`config.mk`:
```
export PLATFORM = sky130hd
export DESIGN_NAME = coin_input_conditioner
export DESIGN_NICKNAME = d
export VERILOG_FILES = /design/src/rtl/coin_pkg.sv /design/src/rtl/coin_debouncer.sv /design/src/rtl/coin_input_conditioner.sv
export SDC_FILE = /design/constraint.sdc
export NUM_CORES = 1
export LEC_CHECK = 0
export BUFFER_PORTS_ARGS = -buffer_cell sky130_fd_sc_hd__buf_2
export CORE_MARGIN = 2
export CORE_UTILIZATION = 55
export CTS_CLUSTER_SIZE = 30
export DETAILED_ROUTE_END_ITERATION = 7
export PLACE_DENSITY_LB_ADDON = 0.3
export SLEW_MARGIN = 0
export SYNTH_ARGS = -nofsm -noshare
export SYNTH_HDL_FRONTEND = slang
export SYNTH_SLANG_ARGS = --single-unit
```
`constraint.sdc`:
```
create_clock -name clk -period 3.02 [get_ports clk]
set_input_delay 0.604 -clock clk [delete_from_list [all_inputs] [get_ports clk]]
set_output_delay 0.604 -clock clk [all_outputs]
set_load 0.05 [all_outputs]
```
`src/rtl/coin_pkg.sv`:
```
// coin_pkg: shared constants for the coin input conditioner.
//   COIN_LO_VAL / COIN_HI_VAL : face values of the two coin channels
//   DB_CYCLES_DEFAULT         : default debounce length (10 ms at 50 MHz)
//   TOTAL_W                   : width of the optional running total
package coin_pkg;

    localparam int COIN_LO_VAL       = 5;
    localparam int COIN_HI_VAL       = 10;
    localparam int DB_CYCLES_DEFAULT = 500000;
    localparam int TOTAL_W           = 12;

endpackage

```
`src/rtl/coin_debouncer.sv`:
```
// coin_debouncer: 2-FF synchroniser, stable-sample debounce and press detect
// for one raw coin switch.
// Ports:
//   clk   - system clock
//   rst   - asynchronous active-high reset
//   btn   - raw asynchronous switch input
//   press - high for the cycle whose closing edge flips the debounced level 0 -> 1
module coin_debouncer
    import coin_pkg::*;
#(
    parameter int DB_CYCLES = DB_CYCLES_DEFAULT,
    parameter int CNT_W     = 20
) (
    input  logic clk,
    input  logic rst,
    input  logic btn,
    output logic press
);

    logic             s1;
    logic             s2;
    logic             lvl;
    logic [CNT_W-1:0] cnt;
    logic             at_tc;

    assign at_tc = (cnt == CNT_W'(DB_CYCLES - 1));

    // Combinational so the top can set its pending flag on the same edge the
    // debounced level flips.
    assign press = s2 && !lvl && at_tc;

    always_ff @(posedge clk or posedge rst) begin
        if (rst) begin
            s1  <= 1'b0;
            s2  <= 1'b0;
            lvl <= 1'b0;
            cnt <= '0;
        end else begin
            s1 <= btn;
            s2 <= s1;
            if (s2 == lvl) begin
                cnt <= '0;
            end else if (at_tc) begin
                lvl <= s2;
                cnt <= '0;
            end else begin
                cnt <= cnt + 1'b1;
            end
        end
    end

endmodule

```
`src/rtl/coin_input_conditioner.sv`:
```
// coin_input_conditioner: debounces the two coin switches and issues at most
// one single-cycle coin pulse per cycle, holding coins while the FSM dispenses.
// Optional feature macro: COIN_TOTAL_EN (adds total_cents running total).
// Ports:
//   clk, rst        - system clock, asynchronous active-high reset
//   btn_5, btn_10   - raw coin switches
//   hold            - FSM dispensing; suppresses issue, pending coins kept
//   in_5, in_10     - registered single-cycle coin pulses
//   coin_drop       - registered pulse: a press arrived while its flag was full
//   total_cents     - (COIN_TOTAL_EN only) saturating sum of issued coins
module coin_input_conditioner
    import coin_pkg::*;
#(
    parameter int DB_CYCLES = DB_CYCLES_DEFAULT,
    parameter int CNT_W     = 20
) (
    input  logic               clk,
    input  logic               rst,
    input  logic               btn_5,
    input  logic               btn_10,
    input  logic               hold,
    output logic               in_5,
    output logic               in_10,
    output logic               coin_drop
`ifdef COIN_TOTAL_EN
    ,
    output logic [TOTAL_W-1:0] total_cents
`endif
);

    logic press_5;
    logic press_10;
    logic pend_5;
    logic pend_10;
    logic issue_5;
    logic issue_10;
    logic drop_5;
    logic drop_10;

    coin_debouncer #(.DB_CYCLES(DB_CYCLES), .CNT_W(CNT_W)) u_db_5 (
        .clk   (clk),
        .rst   (rst),
        .btn   (btn_5),
        .press (press_5)
    );

    coin_debouncer #(.DB_CYCLES(DB_CYCLES), .CNT_W(CNT_W)) u_db_10 (
        .clk   (clk),
        .rst   (rst),
        .btn   (btn_10),
        .press (press_10)
    );

    // Fixed priority: 5-unit first, 10-unit only when no 5-unit is waiting.
    assign issue_5  = !hold && pend_5;
    assign issue_10 = !hold && !pend_5 && pend_10;

    // A flag being issued this cycle has room for a new press.
    assign drop_5  = press_5  && pend_5  && !issue_5;
    assign drop_10 = press_10 && pend_10 && !issue_10;

    always_ff @(posedge clk or posedge rst) begin
        if (rst) begin
            pend_5    <= 1'b0;
            pend_10   <= 1'b0;
            in_5      <= 1'b0;
            in_10     <= 1'b0;
            coin_drop <= 1'b0;
        end else begin
            in_5      <= issue_5;
            in_10     <= issue_10;
            coin_drop <= drop_5 || drop_10;
            if (press_5)
                pend_5 <= 1'b1;
            else if (issue_5)
                pend_5 <= 1'b0;
            if (press_10)
                pend_10 <= 1'b1;
            else if (issue_10)
                pend_10 <= 1'b0;
        end
    end

`ifdef COIN_TOTAL_EN
    localparam logic [TOTAL_W:0] TOTAL_MAX = {1'b0, {TOTAL_W{1'b1}}};

    logic [TOTAL_W:0] incr;
    logic [TOTAL_W:0] sum;

    always_comb begin
        incr = '0;
        if (issue_5)
            incr = (TOTAL_W+1)'(COIN_LO_VAL);
        else if (issue_10)
            incr = (TOTAL_W+1)'(COIN_HI_VAL);
        sum = {1'b0, total_cents} + incr;
    end

    always_ff @(posedge clk or posedge rst) begin
        if (rst)
            total_cents <= '0;
        else if (sum > TOTAL_MAX)
            total_cents <= TOTAL_MAX[TOTAL_W-1:0];
        else
            total_cents <= sum[TOTAL_W-1:0];
    end
`endif

endmodule

```
==> metrics.txt, run 1 <==
switching power 249.7 uW; Worst Path Buf+Inv 0; RSZ-0062 raised after global routing false; # IOs 8; status finished clean; fmax 460.2 MHz; pin count of the biggest net entering global routing 30; Setup crit start kind register; final setup margin 847.2 ps; Clock Latency Late Sink 300 ps; hold buffer count at CTS 0; Mapped Cells 238; number of CTS-inserted buffers 5; crit path capture type register; drt first pass iters 4; Synth Net Count 247; crit path time final 2173 ps; share of the yosys chip area belonging to registers 52.44%; first-pass GRT wire length 7521 um; clock sink count 51; Die Ht 70.52 um; Worst-Margin Slew 642.3 ps; syn avg cell area 10.23 sq um; Total GRT Usage 19.20%; pre-CTS WS 876.8 ps; Mapped Area 2434 sq um; CTS tree built; Die Wd 70.52 um; top cell type's share of synthesized area 52.44%; Total Power 1.197 mW; Worst-path clk slew 90 ps; Synth-to-Final Area Change 7.609%; Max Clock Skew 7.190 ps; max incr delay on CP 610 ps; CP Class register to register; Sw Ratio 20.86%; postcts setup bufs 0; drt wl/cell 14.11 um; row cnt 24; synth top area cells dfrtp_1 52%, xnor2_1 6.1%, nor2_1 5.4%; initial antenna violation count 0; Vias/cell 5.731; Layout Nets 258; total gr overflow 0; crit share post-route 71.95%; fin area 2619 sq um; CTS root buffer clkbuf_8; CP Data Arrival Time 2320 ps; count of yosys warnings during synthesis 0; Combinational Power Share 3.8%; Synth area leader dfrtp_1; Synth cell types 40; kind of cell adding the most delay to the critical path simple AND/OR/NAND/NOR gates; post-DP HPWL 2985 um; Total Neg Setup Slack 0 ps; Hold/Removal Path Class input port to async pin; H-Tree Depth 2; Clock power frac 37.9%; Detail Route Antenna Nets 0; utilization after layout 60.98%; post-CTS sizing 0; Initial Util 56.67%; power density cells 457.1 nW/um^2; P_leak 1.089 nW; fillcell total 367; WL final 4247 um; I/O Buffers 7; Slowest-stage cell, CP a21o_1; CP max FO 20; fin. max-slew vios 0; worst reg-to-reg setup slack 850 ps; Max Cap Viol 0; share of cells above drive strength 1 9.639%; number of global-route vias before repair 1691; # DRC 0; drt first-iter violations 71; core area 4294 sq um; CP cell instances or4_1 > nor3_1 > a21o_1 > a21oi_1; Final Hold Fails 0; Yosys reg bits 51; top flop regs u_db_10.cnt x20, u_db_5.cnt x20; Placement Cell Area 2516 sq um; antenna cells 0; Max rail drop VDD 234.5 uV; Setup violations, final 0; via count 1725; sequential share of power 58.3%; Die ar. 4973 sq um; Critical Path RT 3170 ps; max_slew headroom 57.18%; CTS Buffer Depth 2; Int Pwr 947.3 uW; Final Wtd Congestion 0.7726
cells in the final DEF (no fill, tap or decap), drive strengths merged, types with 2 or more instances in the layout:
cell type / instances
nor3: 7
mux2: 2
or4: 5
or3: 10
xor2: 8
inv: 9
nand3: 12
nand2: 13
buf: 8
nand4: 12
o31ai: 5
a21oi: 10
dfrtp: 51
and4: 2
nor2: 35
xnor2: 17
ha: 4
nor4: 6
and2: 2
and3: 4
clkbuf: 6
o21ai: 7
worst register-to-register path: cells and delay by family (launching register included):
kind | cells | cell delay [ps]
flops | 1 | 440
compound gates | 2 | 730
simple gates | 2 | 860
power by group through the flow:
stage	registers (mW)	clock network [mW]	logic [mW]
detailed placement	0.712	0	0.0468
finish	0.698	0.454	0.0452
floorplan	0.710	0	0.0348
CTS	0.698	0.468	0.0469
global placement	0.712	0	0.0454
global route	0.700	0.487	0.0535
per-stage QoR:
stage / cells / hold WS (ps)
after floorplan: 238 / 331.2
after global placement: 294 / 331.6
after detailed placement: 294 / 334.7
after CTS: 301 / 354.4
after global routing: 301 / 363.1
final: 301 / 352.9
cells in the mapped netlist:
library cell / instances
clkbuf_1: 1
inv_1: 9
ha_1: 4
nand2_1: 13
and4_1: 1
or3_1: 8
nand4_1: 12
nor4_1: 6
o21ai_0: 7
a41o_1: 1
or4_1: 5
a21o_1: 1
and2_1: 2
mux2_2: 2
or4bb_1: 1
dfrtp_1: 51
o2111a_1: 1
o31ai_1: 5
o21bai_4: 1
nand3_1: 11
buf_6: 1
or3_4: 2
buf_2: 2
nand2b_1: 1
nor3_2: 1
nor2b_1: 1
nor2_1: 35
or4b_1: 1
nand3_2: 1
xor2_1: 8
nor4b_1: 1
nor3b_1: 1
nor3_1: 6
or2_2: 1
a21oi_1: 10
and3_1: 4
a22o_1: 1
nand3b_1: 1
and4_2: 1
xnor2_1: 17
cell type report:
type	count	area (sq um)	area share (%)
Multi-Input combinational cell	174	1099	41.95
Sequential cell	51	1276	48.73
Clock buffer	6	72.57	2.771
Timing Repair Buffer	8	42.54	1.624
Tap cell	52	65.06	2.484
Clock inverter	1	30.03	1.147
Inverter	9	33.78	1.290
metal layers:
metal | vias to the layer above | global-route usage, % | share of wire [%]
met5 | - | 0 | 0
met4 | 0 | 7.051 | 1.2
met3 | 4 | 4.473 | 3.3
met2 | 32 | 30.40 | 45
met1 | 824 | 25.98 | 50
li1 | 865 | - | -
logic make-up after synthesis:
| family | synth area share, % |
|---|---|
| AO/OA/AOI/OAI | 7.353 |
| XOR/XNOR | 8.997 |
| flip-flops | 52.44 |
| buffers and inverters | 2.416 |
| multiplexers | 0.9254 |
| AND/OR/NAND/NOR | 25.81 |
| adder cells (fa/ha/maj) | 2.057 |
worst paths after layout:
kind | startpoint | endpoint | cells past startpoint
max | u_db_10.cnt[5] | u_db_10.cnt[18] | 4
min | rst | u_db_5.cnt[1] | 2
max reg2reg | u_db_10.cnt[5] | u_db_10.cnt[18] | 4
min reg2reg | u_db_5.s1 | u_db_5.s2 | 0
max in group asynchronous | rst | u_db_10.cnt[14] | 3
min in group clk | u_db_5.s1 | u_db_5.s2 | 0
No activity file was read; power rests on OpenSTA's default activity.
==> inputs of run 2 (changes only) <==
--- a/config.mk
+++ b/config.mk
@@ -5,6 +5,7 @@
 export SDC_FILE = /design/constraint.sdc
 export NUM_CORES = 1
 export LEC_CHECK = 0
+export ABC_AREA = 1
 export BUFFER_PORTS_ARGS = -buffer_cell sky130_fd_sc_hd__buf_2
 export CORE_MARGIN = 2
 export CORE_UTILIZATION = 55
==> constraint.sdc (replaced) <==
create_clock -name clk -period 1.99 [get_ports clk]
set_input_delay 0.398 -clock clk [delete_from_list [all_inputs] [get_ports clk]]
set_output_delay 0.398 -clock clk [all_outputs]
set_load 0.05 [all_outputs]
==> run 2 against run 1 <==
Against the previous run: clock skew up 1.3 ps; die area up 18%; register-to-register slack worse by 410 ps; final area up 19%; worst hold slack worse by 240 ps; synthesized cell count up 68%; power up 46%; clock power up 30%; combinational power up 90%; sequential share of layout area down 7.8 points; largest power group unchanged.
==> metrics.txt, run 2 <==
commonest non-fill, non-tap cell in the layout nor2_1; CP max FO 5 (-75%); drt first-iter violations 210 (+200%); most common library cells after synthesis 91 x nor2_1, 87 x nand2_1, 51 x dfrtp_1, 48 x inv_1, 38 x nand3_1; CP Class register to register; I/O Buffers 7 (unchanged); post-DP HPWL 4501 um (+51%); Max Clock Skew 8.527 ps (+1.337 ps); total gr overflow 0 (unchanged); Final Wtd Congestion 0.9769 (+26%); RSZ-0062 raised after global routing false; share of the yosys chip area belonging to registers 43.98% (-8.5 points); number of global-route vias before repair 2310 (+37%); Max Cap Viol 0 (unchanged); max_slew headroom 72.80% (+16 points); Sw Ratio 24.01% (+3.1 points); row cnt 26 (+8.3%); top cell type's share of synthesized area 43.98% (-8.5 points); adder-cell share of the synthesized area 1.725% (-0.33 points); Die Ht 76.63 um (+8.7%); postcts setup bufs 0 (unchanged); drt wl/cell 12.16 um (-14%); Clock Latency Late Sink 310 ps (about the same); R2R cell count 8 (+4); Final Hold Fails 0 (unchanged); post-CTS sizing 0 (unchanged); H-Tree Depth 2 (unchanged); via count 2471 (+43%); Synth Net Count 408 (+65%); Die ar. 5872 sq um (+18%); Clock power frac 34.0% (-3.9 points); pin count of the biggest net entering global routing 52 (+73%); switching power 418.6 uW (+68%); Mapped Area 2902 sq um (+19%); fin. max-slew vios 0 (unchanged); XOR/XNOR share of the synthesized area 4.226% (-4.8 points); worst r2r src u_db_10.cnt[0]; # DRC 0 (unchanged); count of yosys warnings during synthesis 0 (unchanged); status finished clean; synth top area cells dfrtp_1 44%, nor2_1 12%, nand2_1 11%; Vias/cell 5.127 (-11%); Worst-Margin Slew 408.0 ps (-234.2 ps); Layout Nets 420 (+63%); post-synthesis async set-or-reset flop share 100.0% (unchanged); FF-to-FF End u_db_10.lvl; storage element area 1276 sq um (unchanged); largest family of logic cells by synthesized area simple AND/OR/NAND/NOR gates; Detail Route Antenna Nets 0 (unchanged); hold buffer count at CTS 0 (unchanged); Synth-to-Final Area Change 7.503% (about the same); mux contribution to synthesized area 0% (-0.93 points); share of cells above drive strength 1 11.41% (+1.8 points); Synth cell types 24 (-40%); Total GRT Usage 22.63% (+3.4 points); crit path time final 1557 ps (-616.2 ps); sequential share of power 61.1% (+2.8 points); crit share post-route 78.22% (+6.3 points); drt first pass iters 4 (unchanged); CTS root buffer clkbuf_8; CTS tree built; clock sink count 51 (unchanged); Die Wd 76.63 um (+8.7%); commonest cells after routing, fill and taps aside 91 x nor2_1, 87 x nand2_1, 51 x dfrtp_1; Synth Flop Type dfrtp_1; fmax 642.4 MHz (+40%); WL final 5862 um (+38%); CP Data Arrival Time 1750 ps (-570 ps); syn avg cell area 7.272 sq um (-29%); footprint of the multi-input gates 1420 sq um (+29%); crit path capture type register; Post-synth EDFFs 0 (unchanged); core area 5107 sq um (+19%); worst reg-to-reg setup slack 430 ps (-410 ps); Synth area leader dfrtp_1; Int Pwr 1.325 mW (+40%); Max rail drop VDD 272.3 uV (+16%); top flop regs u_db_10.cnt x20, u_db_5.cnt x20; Combinational Power Share 4.9% (+1.1 points); Mapped Cells 399 (+68%); Total Neg Setup Slack 0 ps (unchanged); Worst-path clk slew 100 ps (about the same); utilization after layout 61.07% (+0.088 points); # IOs 8 (unchanged); Yosys reg bits 51 (unchanged); Setup violations, final 0 (unchanged); area fraction in compound gates after synthesis 2.717% (-4.6 points); P_leak 1.416 nW (+30%); antenna cells 0 (unchanged); fillcell total 483 (+32%); power density cells 558.9 nW/um^2 (+22%); number of CTS-inserted buffers 5 (unchanged); Setup crit start kind register; initial antenna violation count 0 (unchanged); Critical Path RT 2190 ps (-980 ps); count leader, synth nor2_1; CTS Buffer Depth 2 (unchanged); first-pass GRT wire length 10580 um (+41%); Hold/Removal Path Class input port to async pin; post-synthesis simple-gate area fraction 40.28% (+14 points); Initial Util 56.81% (+0.14 points)
-- run 2: routing by layer --
layer	wire (um)	GRT usage (%)
met4	87	7.091
met5	0	0
met2	2525	34.25
met3	370	4.739
met1	2879	32.67
-- run 2: power groups by stage --
stage / combinational (mW) / sequential [mW] / clock [mW]
after floorplan: 0.0543 / 1.09 / 0
after detailed placement: 0.0887 / 1.09 / 0
after global placement: 0.0864 / 1.08 / 0
after global routing: 0.102 / 1.07 / 0.646
final: 0.0861 / 1.07 / 0.592
after CTS: 0.0889 / 1.07 / 0.609
-- run 2: cell type report --
type | count | area share, %
clock buffer | 6 | 2.327
timing repair buffer | 9 | 2.006
multi-input combinational | 294 | 45.53
inverter | 50 | 6.017
tap | 70 | 2.808
clock inverter | 2 | 0.4011
sequential | 51 | 40.91
-- run 2: worst max-delay path by stage --
stage / startpoint / endpoint / slack, ps / cells past startpoint
after floorplan: rst / coin_drop / 360 / 1
after global placement: u_db_10.cnt[0] / u_db_10.cnt[0] / 510 / 8
after detailed placement: u_db_10.cnt[0] / u_db_10.cnt[0] / 490 / 8
after CTS: u_db_10.cnt[0] / u_db_10.lvl / 470 / 8
after global routing: u_db_10.cnt[0] / u_db_10.cnt[5] / 250 / 8
final: u_db_10.cnt[0] / u_db_10.lvl / 430 / 8
-- run 2: cell families (layout without fill, tap and decap cells) --
kind of cell,count (synthesis),in the layout
AO/OA/AOI/OAI,14,14
XOR/XNOR,14,14
adder cells (fa/ha/maj),4,4
buffers and inverters,54,67
flip-flops,51,51
AND/OR/NAND/NOR,262,262
-- run 2: through the flow --
step                worst slack, ps  total power [mW]  hold slack [ps]  std cells  area (sq um)
floorplan                     362.5             1.143            331.2        399          2902
global placement              509.0             1.171            332.7        474          3034
detailed placement            489.8             1.174            334.7        474          3034
CTS                           468.0             1.763            127.1        482          3119
global route                  254.1             1.815            137.7        482          3119
finish                        433.4             1.743            109.6        482          3119
-- run 2: worst max-delay path, cell delays in order, from the launching register on --
cell	delay (ps)
dfrtp_1	410
ha_1	180
nand2_1	100
nor2_2	230
nand3_1	140
nor2_2	210
nand2_1	80
nand2_1	60
nand2_1	50
==> inputs of run 3 (changes only) <==
==> constraint.sdc (replaced) <==
create_clock -name clk -period 1.3 [get_ports clk]
set_input_delay 0.26 -clock clk [delete_from_list [all_inputs] [get_ports clk]]
set_output_delay 0.26 -clock clk [all_outputs]
set_load 0.05 [all_outputs]
==> run 3 against run 2 <==
Against the previous run: the run now ends with negative hold slack, negative setup slack left; setup slack got worse by 540 ps; sequential share of layout area is 8.5 points lower; maximum frequency rose by 11%; clock-buffer cell count unchanged; power is 63% higher; highest routed layer unchanged.
==> metrics.txt, run 3 (same netlist as run 2, synthesis figures left out) <==
Worst-path clk slew 100 ps (about the same); footprint of the multi-input gates 1813 sq um (+28%); worst hold margin -6.813 ps (-116.4 ps); number of global-route vias before repair 2752 (+19%); Finished Layout Cells 538 (+12%); Max Clock Skew 7.594 ps (-0.9327 ps); drt wl/cell 15.38 um (+26%); number of CTS-inserted buffers 5 (unchanged); utilization after layout 78.10% (+17 points); commonest cells after routing, fill and taps aside 71 x nand2_1, 69 x nor2_1, 52 x buf_4; Die Ht 76.63 um (unchanged); Final Wtd Congestion 0.9219 (-5.6%); power density cells 711.3 nW/um^2 (+27%); top flop regs u_db_10.cnt x20, u_db_5.cnt x20; Hold/Removal Path Class input port to async pin; pin count of the biggest net entering global routing 52 (unchanged); share of cells above drive strength 1 38.25% (+27 points); Setup crit start kind register; Synth-to-Final Area Change 37.47%; max_slew headroom 76.98% (+4.2 points); I/O Buffers 7 (unchanged); drt first pass iters 5 (+1); Detail Route Antenna Nets 0 (unchanged); CP max FO 4 (-1); Initial Util 56.81% (unchanged); # DRC 0 (unchanged); Setup violations, final 22 (+22); final setup margin -108.4 ps (-541.8 ps); Critical Path RT 1500 ps (-690 ps); Final Hold Fails 7 (+7); failing checks negative hold slack, negative setup slack; CTS Buffer Depth 2 (unchanged); fmax 710.0 MHz (+11%); drt first-iter violations 335 (+60%); crit path capture type register; CP Data Arrival Time 1610 ps (-140 ps); core area 5107 sq um (unchanged); CTS root buffer clkbuf_8; Total GRT Usage 26.76% (+4.1 points); DP Cell Count 512 (+8.0%); antenna cells 0 (unchanged); fillcell total 342 (-29%); R2R cell count 7 (-1); total gr overflow 0 (unchanged); crit path time final 1408 ps (-148.2 ps); storage element area 1294 sq um (+1.4%); P_leak 1.884 nW (+33%); Die ar. 5872 sq um (unchanged); Die Wd 76.63 um (unchanged); CTS tree built; hold buffer count at CTS 0 (unchanged); FF-to-FF End u_db_5.cnt[8]; Critical Path Source u_db_5.cnt[0]; status finished with violations; crit share post-route 108.3% (+30 points); first-pass GRT wire length 12540 um (+19%); post-DP HPWL 5161 um (+15%); initial antenna violation count 0 (unchanged); worst r2r src u_db_5.cnt[0]; commonest non-fill, non-tap cell in the layout nand2_1; Clock Latency Late Sink 310 ps (about the same); Vias/cell 5.487 (+7.0%); RSZ-0062 raised after global routing true; fin. max-slew vios 0 (unchanged); Worst-Margin Slew 342.6 ps (-65.40 ps); CP Class register to register; # IOs 8 (unchanged); H-Tree Depth 2 (unchanged); WL final 8275 um (+41%); Layout Nets 476 (+13%); Max rail drop VDD 693.6 uV (+150%); worst reg-to-reg setup slack -110 ps (-540 ps); row cnt 26 (unchanged); via count 2952 (+19%); clock sink count 51 (unchanged); Max Cap Viol 0 (unchanged)
==> run 3: worst max-delay path, cell delays in order (launching register included) <==
cell,delay [ps]
dfrtp_1,420
ha_4,200
nand2_4,60
nor2_4,130
nand2_4,100
buf_4,150
xor2_1,170
nor2_1,70
==> run 3: through the flow <==
step           setup slack [ps]  setup TNS (ps)  power [mW]  instance area, sq um
4_1_cts                  -59.28          -542.6       2.821                  3631
3_3_place_gp             -94.83           -1430       1.817                  3323
3_5_place_dp             -164.8           -2612       1.825                  3323
2_1_floorplan            0.3322               0       1.751                  2905
5_1_grt                  -194.0           -3429       2.950                  3989
6_report                 -108.4          -952.3       2.837                  3989
==> run 3: timing repair <==
item	in CTS	in global routing
setup endpoints to repair	33	40
gates resized for setup	35	88
hold endpoints to repair	0	0
buffers inserted	12	8
pin swaps	25	35
==> run 3: worst max-delay path by stage <==
stage	end	slack, ps	depth (start not counted)
after floorplan	u_db_10.cnt[3]	0.3	8
after global placement	u_db_10.cnt[3]	-90	8
after detailed placement	u_db_10.cnt[3]	-160	8
after CTS	u_db_5.cnt[18]	-60	8
after global routing	u_db_10.cnt[18]	-190	8
final	u_db_5.cnt[8]	-110	7
==> run 3: cell type report <==
cell class / instances / share of cell area [%]
Clock buffer: 6 / 2.070
Clock inverter: 2 / 0.4078
Inverter: 50 / 4.862
Multi-Input combinational cell: 294 / 45.45
Sequential cell: 51 / 32.43
Tap cell: 70 / 2.196
Timing Repair Buffer: 65 / 12.58
==> run 3: power by group <==
| part | internal, mW | switching [mW] |
|---|---|---|
| Combinational | 0.0741 | 0.125 |
| Sequential | 1.61 | 0.0254 |
| Clock | 0.436 | 0.564 |
==> run 3: metal layers <==
layer / up-vias / part of all wire, % / global-route usage [%] / wire (um)
met5: - / 0 / 0 / 0
met4: 0 / 2.1 / 8.727 / 174
met3: 24 / 8.2 / 6.635 / 675
met2: 162 / 48 / 40.53 / 4007
met1: 1385 / 41 / 37.79 / 3418
li1: 1381 / - / - / -
